===== src/rtl/walk_scheduler.sv =====
// walk_scheduler: Wishbone master that shares one LED-walker slave between
// NREQ requesters. Requests are counted per requester and served round-robin.
// Each walk is one start write followed by status reads until the walker
// reports idle. Optional macro WB_TIMEOUT_EN adds a bus-cycle timeout with a
// sticky o_err flag.
module walk_scheduler #(
  parameter int NREQ     = 2,
  parameter int CW       = 4,
  parameter int POLL_GAP = 4,
  parameter int TIMEOUT  = 15
) (
  input  logic            i_clk,
  input  logic            i_reset,
  input  logic [NREQ-1:0] i_req,
  output logic [NREQ-1:0] o_grant,
  output logic            o_done,
  output logic [2:0]      o_done_id,
  output logic            o_busy,
  output logic            o_cyc,
  output logic            o_stb,
  output logic            o_we,
  output logic            o_addr,
  output logic [31:0]     o_data,
  input  logic            i_stall,
  input  logic            i_ack,
  input  logic [31:0]     i_data,
  output logic            o_err
);

  localparam int PW = (NREQ > 1) ? $clog2(NREQ) : 1;
  localparam int GW = $clog2(POLL_GAP + 1);

  typedef enum logic [2:0] {S_IDLE, S_WR, S_WACK, S_GAP, S_RD, S_RACK} state_t;

  state_t            state_q, state_d;
  logic              cyc_q, cyc_d, stb_q, stb_d, we_q, we_d;
  logic [NREQ-1:0]   grant_q, grant_d;
  logic              done_q, done_d;
  logic [2:0]        done_id_q, done_id_d;
  logic [PW-1:0]     ptr_q, ptr_d;
  logic [GW-1:0]     gap_q, gap_d;
  logic [CW-1:0]     pend_q [NREQ];
  logic [CW-1:0]     pend_d [NREQ];
  logic              hit;
  logic [PW-1:0]     sel, cand;
`ifdef WB_TIMEOUT_EN
  localparam int TW = $clog2(TIMEOUT + 1);
  logic [TW-1:0]     tmo_q, tmo_d;
  logic              err_q, err_d;
`endif

  // Arbitration, bus sequencing and pending-count bookkeeping.
  always_comb begin
    // NOTE: every signal gets a default before the case so no path leaves one unassigned (no latches).
    state_d   = state_q;
    cyc_d     = cyc_q;
    stb_d     = stb_q;
    we_d      = we_q;
    grant_d   = '0;
    done_d    = 1'b0;
    done_id_d = done_id_q;
    ptr_d     = ptr_q;
    gap_d     = gap_q;
    hit       = 1'b0;
    sel       = '0;
    cand      = '0;
`ifdef WB_TIMEOUT_EN
    err_d     = err_q;
    tmo_d     = '0;
`endif

    // Round-robin search starting just after the last granted requester.
    for (int i = 1; i <= NREQ; i++) begin
      cand = PW'((int'(ptr_q) + i) % NREQ);
      if (!hit && pend_q[cand] != '0) begin
        hit = 1'b1;
        sel = cand;
      end
    end

    case (state_q)
      S_IDLE: if (hit) begin
        state_d      = S_WR;
        cyc_d        = 1'b1;
        stb_d        = 1'b1;
        we_d         = 1'b1;
        ptr_d        = sel;
        grant_d[sel] = 1'b1;
      end
      S_WR: if (!i_stall) begin
        stb_d   = 1'b0;
        state_d = S_WACK;
      end
      // Gap counter is loaded with POLL_GAP-1 so o_cyc stays low for exactly POLL_GAP cycles.
      S_WACK: if (i_ack) begin
        cyc_d   = 1'b0;
        we_d    = 1'b0;
        gap_d   = GW'(POLL_GAP - 1);
        state_d = S_GAP;
      end
      S_GAP: if (gap_q == '0) begin
        cyc_d   = 1'b1;
        stb_d   = 1'b1;
        we_d    = 1'b0;
        state_d = S_RD;
      end else begin
        gap_d = gap_q - 1'b1;
      end
      S_RD: if (!i_stall) begin
        stb_d   = 1'b0;
        state_d = S_RACK;
      end
      S_RACK: if (i_ack) begin
        cyc_d = 1'b0;
        if (i_data[3:0] == 4'd0) begin
          done_d    = 1'b1;
          done_id_d = 3'(ptr_q);
          state_d   = S_IDLE;
        end else begin
          gap_d   = GW'(POLL_GAP - 1);
          state_d = S_GAP;
        end
      end
      default: state_d = S_IDLE;
    endcase

`ifdef WB_TIMEOUT_EN
    // Count cycles spent in one bus state; abort the cycle when the budget runs out.
    if (cyc_q && (state_q inside {S_WR, S_WACK, S_RD, S_RACK}) && state_d == state_q) begin
      if (tmo_q == TW'(TIMEOUT - 1)) begin
        cyc_d   = 1'b0;
        stb_d   = 1'b0;
        we_d    = 1'b0;
        err_d   = 1'b1;
        state_d = S_IDLE;
      end else begin
        tmo_d = tmo_q + 1'b1;
      end
    end
`endif

    // Request and grant in the same cycle cancel; increments saturate.
    for (int k = 0; k < NREQ; k++) begin
      pend_d[k] = pend_q[k];
      if (i_req[k] && !grant_d[k] && pend_q[k] != '1)
        pend_d[k] = pend_q[k] + 1'b1;
      else if (!i_req[k] && grant_d[k])
        pend_d[k] = pend_q[k] - 1'b1;
    end
  end

  // State and output registers; reset drops any bus cycle in flight.
  always_ff @(posedge i_clk or posedge i_reset) begin
    if (i_reset) begin
      state_q   <= S_IDLE;
      cyc_q     <= 1'b0;
      stb_q     <= 1'b0;
      we_q      <= 1'b0;
      grant_q   <= '0;
      done_q    <= 1'b0;
      done_id_q <= '0;
      ptr_q     <= '0;
      gap_q     <= '0;
      // NOTE: the pending-counter array is reset too; stale requests must not survive a reset.
      for (int k = 0; k < NREQ; k++) pend_q[k] <= '0;
`ifdef WB_TIMEOUT_EN
      tmo_q     <= '0;
      err_q     <= 1'b0;
`endif
    end else begin
      // NOTE: non-blocking assignments so every flop samples the pre-edge values.
      state_q   <= state_d;
      cyc_q     <= cyc_d;
      stb_q     <= stb_d;
      we_q      <= we_d;
      grant_q   <= grant_d;
      done_q    <= done_d;
      done_id_q <= done_id_d;
      ptr_q     <= ptr_d;
      gap_q     <= gap_d;
      pend_q    <= pend_d;
`ifdef WB_TIMEOUT_EN
      tmo_q     <= tmo_d;
      err_q     <= err_d;
`endif
    end
  end

  assign o_grant   = grant_q;
  assign o_done    = done_q;
  assign o_done_id = done_id_q;
  assign o_busy    = (state_q != S_IDLE);
  assign o_cyc     = cyc_q;
  assign o_stb     = stb_q;
  assign o_we      = we_q;
  assign o_addr    = 1'b0;
  // The start command is only driven while the write strobe is up.
  assign o_data    = {31'd0, stb_q & we_q};

`ifdef WB_TIMEOUT_EN
  assign o_err = err_q;
  logic unused_ok;
  assign unused_ok = ^{i_data[31:4]};
`else
  assign o_err = 1'b0;
  logic unused_ok;
  assign unused_ok = ^{i_data[31:4], (TIMEOUT != 0)};
`endif

endmodule

===== config.mk =====
export PLATFORM = sky130hd
export DESIGN_NAME = walk_scheduler
export DESIGN_NICKNAME = d
export VERILOG_FILES = /design/src/rtl/walk_scheduler.sv
export SDC_FILE = /design/constraint.sdc
export NUM_CORES = 1
export LEC_CHECK = 0
export CAP_MARGIN = 20
export CORE_MARGIN = 3
export CORE_UTILIZATION = 42
export CTS_BUF_LIST = sky130_fd_sc_hd__clkbuf_4
export DETAILED_ROUTE_END_ITERATION = 10
export PLACE_DENSITY = 0.91
export SYNTH_ARGS = -nofsm -noshare
export SYNTH_HDL_FRONTEND = slang
export SYNTH_SLANG_ARGS = --single-unit

===== constraint.sdc =====
create_clock -name i_clk -period 2.9 [get_ports i_clk]
set_clock_uncertainty 0.05 [all_clocks]
set_input_delay 0.58 -clock i_clk [delete_from_list [all_inputs] [get_ports i_clk]]
set_output_delay 0.58 -clock i_clk [all_outputs]
set_load 0.05 [all_outputs]

==> flow_summary.yaml, run 1 <==
synthesis:
  yosys.cell_types.count: 48
  synth_top_area_frac: 0.336
  avgSynthCellArea_sq_um: 10.0
  synth.most_common_cell: "buf_4"
  netlist_instances: 163
  ys_async_sr_fraction: 1.00
  synth-edff-count: 0
  synth-seq-cells: 22
  ys.flop_type: "dfrtp_1"
  synth_seq_area_share: 0.336
  synth_area_leaders: "dfrtp_1, buf_4, ha_1"
  synth_area_sq_um: 1640
  yosys_warnings: 0
  synthTopCellsByCount: "buf_4, dfrtp_1, a21oi_1"
  yosysTopAreaCell: "dfrtp_1"
global_routing:
  grt_max_degree: 23
  grt_pass1_vias: 1065
  grt_usage: 0.125
  antenna_found_initial: 0
  grt_pass1_wl_um: 4590
  overflow: 0
routing:
  wl_per_cell_um: 11.9
  drtAntennaViolNets: 0
  drc: 0
  dr.pass1.iters: 4
  wirelength_um: 2800
  drt-met1-wl_um: 1150
  drt_iter0_markers: 75
  dr_wl_met3_um: 165
  top_layer: "met4"
  num_vias: 1169
  dr_wl_met2_um: 1450
  drt-vias-per-instance: 4.97
cells_and_area:
  antenna-diode-count: 0
  stdcell_area_sq_um: 1800
  nets: 234
  drive_gt1_frac: 0.118
  synthToLayoutAreaGrowth_pct: 10.1
  finalNonFillerCells: 235
placed_design:
  post-dp-hpwl_um: 2260
  placed_area_sq_um: 1780
  gp_congestion: 0.851
  port_buffers: 18
  place_inst: 231
  place_ws_ps: 154
sta:
  worst_pin_slew_ps: 802
  drv_slew: 0
  rsz0062_at_grt: "false"
  min_period_ps: 2720
  max_freq_mhz: 367
  min_period_over_period: 0.939
  worst_slack_ps: 178
  setup_viol: 0
  fin_setup_tns_ps: 0
  max_slew_margin: 0.465
  finalHoldViolations: 0
worst_setup_path:
  worstPathArrival_ps: 2900
  path_cells: "or4_1, o211ai_2, nand3_1, ha_1, and3_2, or3_1, mux2i_1, xor2_1"
  reg2reg_to: "pend_q[7]$_DFFE_PP0P_"
  r2r_slack_ps: 180
  cp_max_fo: 6
  cp_slowest_cell: "or4_1"
  crit_type: "flop to flop"
  worstPathRequired_ps: 3080
  start_kind: "flop"
  ff2ff_path_depth: 8
  startpoint: "pend_q[6]$_DFFE_PP0P_"
  slowest_delay_ps: 500
  r2r_start: "pend_q[6]$_DFFE_PP0P_"
  worst_setup_path_end_kind: "flop"
clocking:
  post-cts-setup-buffers: 0
  cts_tree: "yes"
  clkTransAtPathRegs_ps: 120
  cts_hold_buf: 0
  cts_root_buf: "clkbuf_4"
  clkSinkCount: 22
  cts_buffers: 3
  clk_path_buf_depth: 2
  cts_resized: 0
  cts_max_level: 1
  clock_latency_ps: 290
hold_path:
  holdPathEnd: "gap_q[0]$_DFFE_PP0P_"
  worstHoldPathCells: 1
  hold_class: "flop to flop"
  hp-start: "gap_q[0]$_DFFE_PP0P_"
die:
  coreArea_sq_um: 3720
  dieArea_sq_um: 4680
  io_pins: 82
  fp.dieW_um: 68.4
  rows: 22
  initial_core_util: 0.440
  chipHeight_um: 68.4
power:
  power_density_nw_per_um2: 1120
  ir_drop_mv: 0.303
  p_leak_uw: 0.000830
outcome:
  outcome: "completed"
job:
  cap_violations: 0
==> registers in the layout, indices dropped and copies added, names as in the netlist <==
register   count
o_stb          1
o_done_id      1
gap_q          3
pend_q         8
o_grant        2
ptr_q          1
o_done         1
o_we           1
o_cyc          1
state_q        3
==> routing by layer <==
metal | global-route usage | vias up
li1 | - | 562
met1 | 0.164 | 562
met2 | 0.216 | 43
met3 | 0.0148 | 2
met4 | 0.0323 | 0
met5 | 0 | -
==> worst max-delay path, delay by kind of cell (launching register included) <==
kind,cells,cell delay (ps)
multiplexers,1,180
adder cells (fa/ha/maj),1,370
AND/OR/NAND/NOR,4,1290
AO/OA/AOI/OAI,1,150
flip-flops,1,460
XOR/XNOR,1,160
==> worst max path at each step <==
stage	endpoint	cells after the start
3_5_place_dp	pend_q[7]$_DFFE_PP0P_	7
5_1_grt	pend_q[7]$_DFFE_PP0P_	8
2_1_floorplan	pend_q[7]$_DFFE_PP0P_	8
6_report	pend_q[7]$_DFFE_PP0P_	8
4_1_cts	pend_q[7]$_DFFE_PP0P_	8
3_3_place_gp	pend_q[7]$_DFFE_PP0P_	7
==> layout make-up <==
cell class | count | area, sq um
fill | 351 | 1910
multi-input combinational | 130 | 913
sequential | 22 | 551
timing repair buffer | 24 | 225
tap | 48 | 60.1
inverter | 7 | 26.3
clock buffer | 3 | 22.5
clock inverter | 1 | 3.75
==> cell families (layout without fill, tap and decap cells) <==
logic type,Yosys count,count (layout),share of synthesized area
flops,22,22,0.336
compound gates,35,35,0.170
xor+xnor,6,6,0.0321
buf+inv,45,35,0.183
other cells,1,35,0.00229
mux,8,8,0.0550
simple gates,38,38,0.151
fa+ha+maj,8,8,0.0703
==> metrics by stage <==
stage               hold WS [ps]  utilization  power (uW)
floorplan                    390            -        1610
detailed placement           419        0.478        1900
global route                 495        0.485        2200
CTS                          436        0.485        2040
finish                       432        0.485        2020
global placement             405        0.478        1850
==> report_power, final <==
part | leakage (uW) | internal (uW) | switching (uW)
clock network | 0.0000154 | 50.0 | 86.3
registers | 0.000264 | 451 | 152
logic | 0.000550 | 524 | 762
==> layout by cell type, fill, tap and decap left out, types with 4 or more instances in the layout <==
cell type         n
conb_1           35
clkdlybuf4s50_1  18
xor2_1            6
ha_1              6
nor2b_1           4
nor2_1            6
nand2_1           5
buf_4             6
mux2_2            5
a21oi_1           8
dfrtp_1          22
o21ai_0           5
inv_1             6
No activity file was read; power rests on OpenSTA's default activity.
==> run 2, diff against run 1 <==
--- a/config.mk
+++ b/config.mk
@@ -11,6 +11,7 @@
 export CTS_BUF_LIST = sky130_fd_sc_hd__clkbuf_4
 export DETAILED_ROUTE_END_ITERATION = 10
 export PLACE_DENSITY = 0.91
+export SETUP_SLACK_MARGIN = 0.05
 export SYNTH_ARGS = -nofsm -noshare
 export SYNTH_HDL_FRONTEND = slang
 export SYNTH_SLANG_ARGS = --single-unit
==> run 2 against run 1 <==
Against the previous run:
- sequential cell count stayed put
- clock power is essentially flat
- non-clock buffer count unchanged
- sequential power about the same
- cell count is the same
- die area unchanged
- sequential share of layout area down 0.085 points
- largest power group unchanged
==> flow_summary.yaml, run 2 (synthesis results as in run 1) <==
cells_and_area:
  nets: 234
  seqCellArea_sq_um: 551
  synthToLayoutAreaGrowth_pct: 10.4
  antenna-diode-count: 0
  final_common_cell: "conb_1"
  largestRegisters: "pend_q (8), gap_q (3), state_q (3)"
  fin_util: 0.486
  largest_reg_flops: 8
  drive_gt1_frac: 0.123
  final_cell_mix: "conb_1, dfrtp_1, clkdlybuf4s50_1"
  largest-register: "pend_q"
  multi_input_area_sq_um: 918
  nFillCells: 350
power:
  ir_drop_mv: 0.304
  power_density_nw_per_um2: 1120
  p_leak_uw: 0.000833
  total_power_uw: 2030
clocking:
  cts_root_buf: "clkbuf_4"
  clkTransAtPathRegs_ps: 110
  clk_path_buf_depth: 2
  post-cts-setup-buffers: 0
  cts_buffers: 3
  clkSinkCount: 22
  cts_max_level: 1
  cts_tree: "yes"
  clock_latency_ps: 290
worst_setup_path:
  start_kind: "flop"
  r2r_slack_ps: 230
  worst_setup_path_end_kind: "flop"
  ff2ff_path_depth: 8
  worstPathRequired_ps: 3080
  reg2reg_to: "pend_q[7]$_DFFE_PP0P_"
  cp_max_fo: 6
  r2r_start: "pend_q[6]$_DFFE_PP0P_"
  crit_type: "flop to flop"
  worstPathArrival_ps: 2850
global_routing:
  antenna_found_initial: 0
  grt_max_degree: 23
  grt_usage: 0.125
  grt_pass1_vias: 1065
  grt_pass1_wl_um: 4590
  overflow: 0
hold_path:
  hold_class: "flop to flop"
  hp-start: "gap_q[0]$_DFFE_PP0P_"
  worstHoldPathCells: 1
  holdPathEnd: "gap_q[0]$_DFFE_PP0P_"
routing:
  num_vias: 1184
  drtAntennaViolNets: 0
  drt_iter0_markers: 86
  dr.pass1.iters: 4
  wl_per_cell_um: 12.1
  wirelength_um: 2830
  drc: 0
  drt-vias-per-instance: 5.04
sta:
  finalHoldViolations: 0
  min_period_ps: 2670
  min_period_over_period: 0.922
  rsz0062_at_grt: "false"
  max_slew_margin: 0.468
  fin_setup_tns_ps: 0
  max_freq_mhz: 374
  worst_pin_slew_ps: 797
  drv_slew: 0
  setup_viol: 0
placed_design:
  post-dp-hpwl_um: 2260
  port_buffers: 18
  gp_congestion: 0.851
die:
  fp.dieW_um: 68.4
  initial_core_util: 0.440
  coreArea_sq_um: 3720
  io_pins: 82
  dieArea_sq_um: 4680
  rows: 22
  chipHeight_um: 68.4
outcome:
  outcome: "completed"
job:
  cap_violations: 0
==> run 2: layer usage <==
metal / global-route usage / wire, um
met2: 0.216 / 1480
met3: 0.0148 / 172
met5: 0 / 0
met1: 0.164 / 1150
met4: 0.0323 / 31
==> run 2: critical path, cell delays in order (launching register included) <==
cell and delay (ps):
dfrtp_1 460, or4_1 500, o211ai_2 160, nand3_2 170
ha_1 350, and3_2 240, or3_1 330, mux2i_1 180
xor2_1 160
==> run 2: cell type report <==
cell class,instances,share of cell area
clock buffer,3,0.0125
multi-input combinational,130,0.508
tap,48,0.0332
inverter,7,0.0145
sequential,22,0.305
clock inverter,1,0.00208
timing repair buffer,24,0.125
==> run 2: timing repair <==
item / in CTS / in global routing
setup endpoints to repair: 0 / 1
hold buffers: 0 / 0
resized for setup: 0 / 1
==> run 2: power breakdown <==
part | switching (uW) | internal, uW
logic | 764 | 525
registers | 153 | 451
clock network | 85.0 | 50.0
total | 1000 | 1030
==> run 2: worst max path at each step <==
stage                     startpoint               endpoint  slack (ps)  cells past startpoint
2_1_floorplan  pend_q[4]$_DFFE_PP0P_  pend_q[7]$_DFFE_PP0P_         320                      8
3_3_place_gp                i_req[0]  pend_q[7]$_DFFE_PP0P_         270                      7
3_5_place_dp                i_req[0]  pend_q[7]$_DFFE_PP0P_         150                      7
4_1_cts        pend_q[6]$_DFFE_PP0P_  pend_q[7]$_DFFE_PP0P_         140                      8
5_1_grt        pend_q[6]$_DFFE_PP0P_  pend_q[7]$_DFFE_PP0P_          80                      8
6_report       pend_q[6]$_DFFE_PP0P_  pend_q[7]$_DFFE_PP0P_         230                      8
==> run 2: per-stage QoR <==
stage	area [sq um]	cells	hold WS [ps]	worst slack, ps
after floorplan	1760	197	390	317
after global placement	1780	231	405	270
after detailed placement	1780	231	419	154
after CTS	1800	235	436	143
after global routing	1810	235	495	76.7
final	1810	235	432	227
==> run 3, diff against run 2 <==
--- a/config.mk
+++ b/config.mk
@@ -5,8 +5,8 @@
 export SDC_FILE = /design/constraint.sdc
 export NUM_CORES = 1
 export LEC_CHECK = 0
+export ABC_AREA = 1
 export CAP_MARGIN = 20
-export CORE_MARGIN = 3
 export CORE_UTILIZATION = 42
 export CTS_BUF_LIST = sky130_fd_sc_hd__clkbuf_4
 export DETAILED_ROUTE_END_ITERATION = 10
==> run 3 against run 2 <==
Against the previous run:
- via count grew 11%
- global-route usage grew 3.2 points
- non-clock buffer count is 6 lower
- critical path type is now flop to primary output
- largest cell class unchanged
- largest power group unchanged
- highest routed layer unchanged
==> flow_summary.yaml, run 3 <==
worst_setup_path:
  crit_type: "flop to primary output"
  path_cells: "nor2_2, inv_2, nor2_4, inv_1, clkdlybuf4s50_1"
  start_kind: "flop"
  worst_setup_path_end_kind: "primary output"
  crit_family: "buffers and inverters"
  reg2reg_to: "pend_q[7]$_DFFE_PP0P_"
  slowest_delay_ps: 700
  cp_slowest_cell: "clkdlybuf4s50_1"
  cp_num_buf_inv: 3
  r2r_start: "state_q[0]$_DFFE_PP0P_"
  worstPathRequired_ps: 2270
  ff2ff_path_depth: 13
  r2r_slack_ps: 600
  worstPathArrival_ps: 1990
  cp_max_fo: 7
sta:
  drv_slew: 0
  fin_setup_tns_ps: 0
  min_period_over_period: 0.904
  max_slew_margin: 0.458
  rsz0062_at_grt: "false"
  min_period_ps: 2620
  setup_viol: 0
  max_freq_mhz: 381
  worst_pin_slew_ps: 812
  finalHoldViolations: 0
clocking:
  cts_resized: 0
  post-cts-setup-buffers: 0
  cts_buffers: 3
  cts_root_buf: "clkbuf_4"
  cts_hold_buf: 0
  clkSinkCount: 22
  cts_max_level: 1
  clk_path_buf_depth: 2
  cts_tree: "yes"
  clock_latency_ps: 310
  clkTransAtPathRegs_ps: 110
synthesis:
  netlist_instances: 222
  synth-edff-count: 0
  yosysTopAreaCell: "dfrtp_1"
  yosys.cell_types.count: 30
  ys.flop_type: "dfrtp_1"
  synth_area_leaders: "dfrtp_1, buf_4, nand2_1"
  avgSynthCellArea_sq_um: 7.51
  synth.most_common_cell: "nand2_1"
  synthTopCellsByCount: "nand2_1, buf_4, dfrtp_1"
  synth_area_sq_um: 1670
  synth-seq-cells: 22
  yosys_warnings: 0
  synth_top_area_frac: 0.330
  ys_async_sr_fraction: 1.00
  synth_seq_area_share: 0.330
power:
  internal_power_uw: 953
  p_leak_uw: 0.000996
  p_comb_frac: 0.645
  power_density_nw_per_um2: 1160
  p_sw_frac: 0.543
  total_power_uw: 2080
  p_seq_frac: 0.289
  ir_drop_mv: 0.354
  p_clk_frac: 0.066
  p_sw_uw: 1130
routing:
  drc: 0
  drt_iter0_markers: 153
  wirelength_um: 2860
  dr.pass1.iters: 4
  wl_per_cell_um: 9.85
  drtAntennaViolNets: 0
  num_vias: 1317
  drt-vias-per-instance: 4.54
cells_and_area:
  multi_input_area_sq_um: 866
  seqCellArea_sq_um: 551
  final_common_cell: "nand2_1"
  nets: 290
  largestRegisters: "pend_q (8), gap_q (3), state_q (3)"
  nFillCells: 377
  stdcell_area_sq_um: 1800
  antenna-diode-count: 0
  drive_gt1_frac: 0.103
  final_cell_mix: "nand2_1, conb_1, dfrtp_1"
  largest-register: "pend_q"
  largest_reg_flops: 8
  synthToLayoutAreaGrowth_pct: 7.65
  finalNonFillerCells: 290
job:
  cap_violations: 0
placed_design:
  post-dp-hpwl_um: 2310
  placed_area_sq_um: 1770
  place_inst: 287
  gp_congestion: 0.926
  port_buffers: 18
die:
  rows: 22
  fp.dieW_um: 65.0
  coreArea_sq_um: 3740
  initial_core_util: 0.446
  dieArea_sq_um: 4230
  io_pins: 82
  chipHeight_um: 65.0
global_routing:
  grt_use_met1: 0.187
  overflow: 0
  grt_max_degree: 23
  grt_usage: 0.157
  grt_pass1_wl_um: 5060
  grt_most_used_layer: "met2"
  met3_usage: 0.0158
  antenna_found_initial: 0
  met2_usage: 0.271
  grt_pass1_vias: 1168
outcome:
  outcome: "completed"
hold_path:
  hold_class: "flop to flop"
  holdPathEnd: "o_cyc$_DFFE_PP0P_"
  worstHoldPathCells: 2
  hp-start: "o_cyc$_DFFE_PP0P_"
[run 3: cell count changes after synthesis, moves of 9 or more]
cell and change:
nand2_1 +53, nand3_1 +15, inv_1 +14, nor2_1 +10
inv_2 +9
[run 3: through the flow]
step	hold WS [ps]	util	setup slack (ps)
finish	438	0.480	277
global route	469	0.480	174
CTS	448	0.480	292
detailed placement	419	0.474	321
global placement	409	0.474	395
floorplan	396	-	880
[run 3: worst register-to-register path, stage by stage (launching register included)]
cell,delay [ps]
dfrtp_1,490
nor2_2,190
inv_2,70
nor2_4,180
nand3_2,130
nand2_2,150
ha_1,290
a21o_1,190
nor2_1,130
inv_1,50
nand3_1,90
nand2_1,60
nand2_1,70
nand2_1,50
[run 3: how the worst max path moves through the flow]
stage / start / end / slack [ps] / cells past startpoint
after CTS: state_q[0]$_DFFE_PP0P_ / o_busy / 290 / 5
final: state_q[0]$_DFFE_PP0P_ / o_busy / 280 / 5
after global placement: i_req[0] / pend_q[7]$_DFFE_PP0P_ / 390 / 12
after detailed placement: i_req[0] / pend_q[7]$_DFFE_PP0P_ / 320 / 12
after global routing: state_q[0]$_DFFE_PP0P_ / o_busy / 170 / 5
after floorplan: pend_q[1]$_DFFE_PP0P_ / pend_q[7]$_DFFE_PP0P_ / 880 / 14
[run 3: logic make-up (layout without fill, tap and decap cells)]
kind of cell,Yosys count,count (layout),share of synthesized area
AOI/OAI and AO/OA,16,16,0.0630
xor gates and xnor gates,3,3,0.0158
adders and majority gates,8,8,0.0690
buffers and inverters,66,52,0.227
DFF,22,22,0.330
other,1,35,0.00225
and+or+nand+nor,106,106,0.293
[run 3: cell type report]
class / instances / share of cell area
multi-input combinational: 168 / 0.482
sequential: 22 / 0.307
timing repair buffer: 18 / 0.100
inverter: 31 / 0.0648
tap: 48 / 0.0334
clock buffer: 3 / 0.0125
[run 3: layer usage]
metal	part of all wire	routed length, um
met3	0.059	168
met1	0.41	1180
met2	0.50	1440
met5	0	0
met4	0.026	74
[run 3: power by group through the flow]
stage                     sequential, uW  combinational (uW)  clock [uW]
after floorplan                      698                 986           0
after CTS                            600                1350         141
after detailed placement             608                1350           0
after global placement               599                1290           0
after global routing                 625                1520         155
final                                601                1340         138
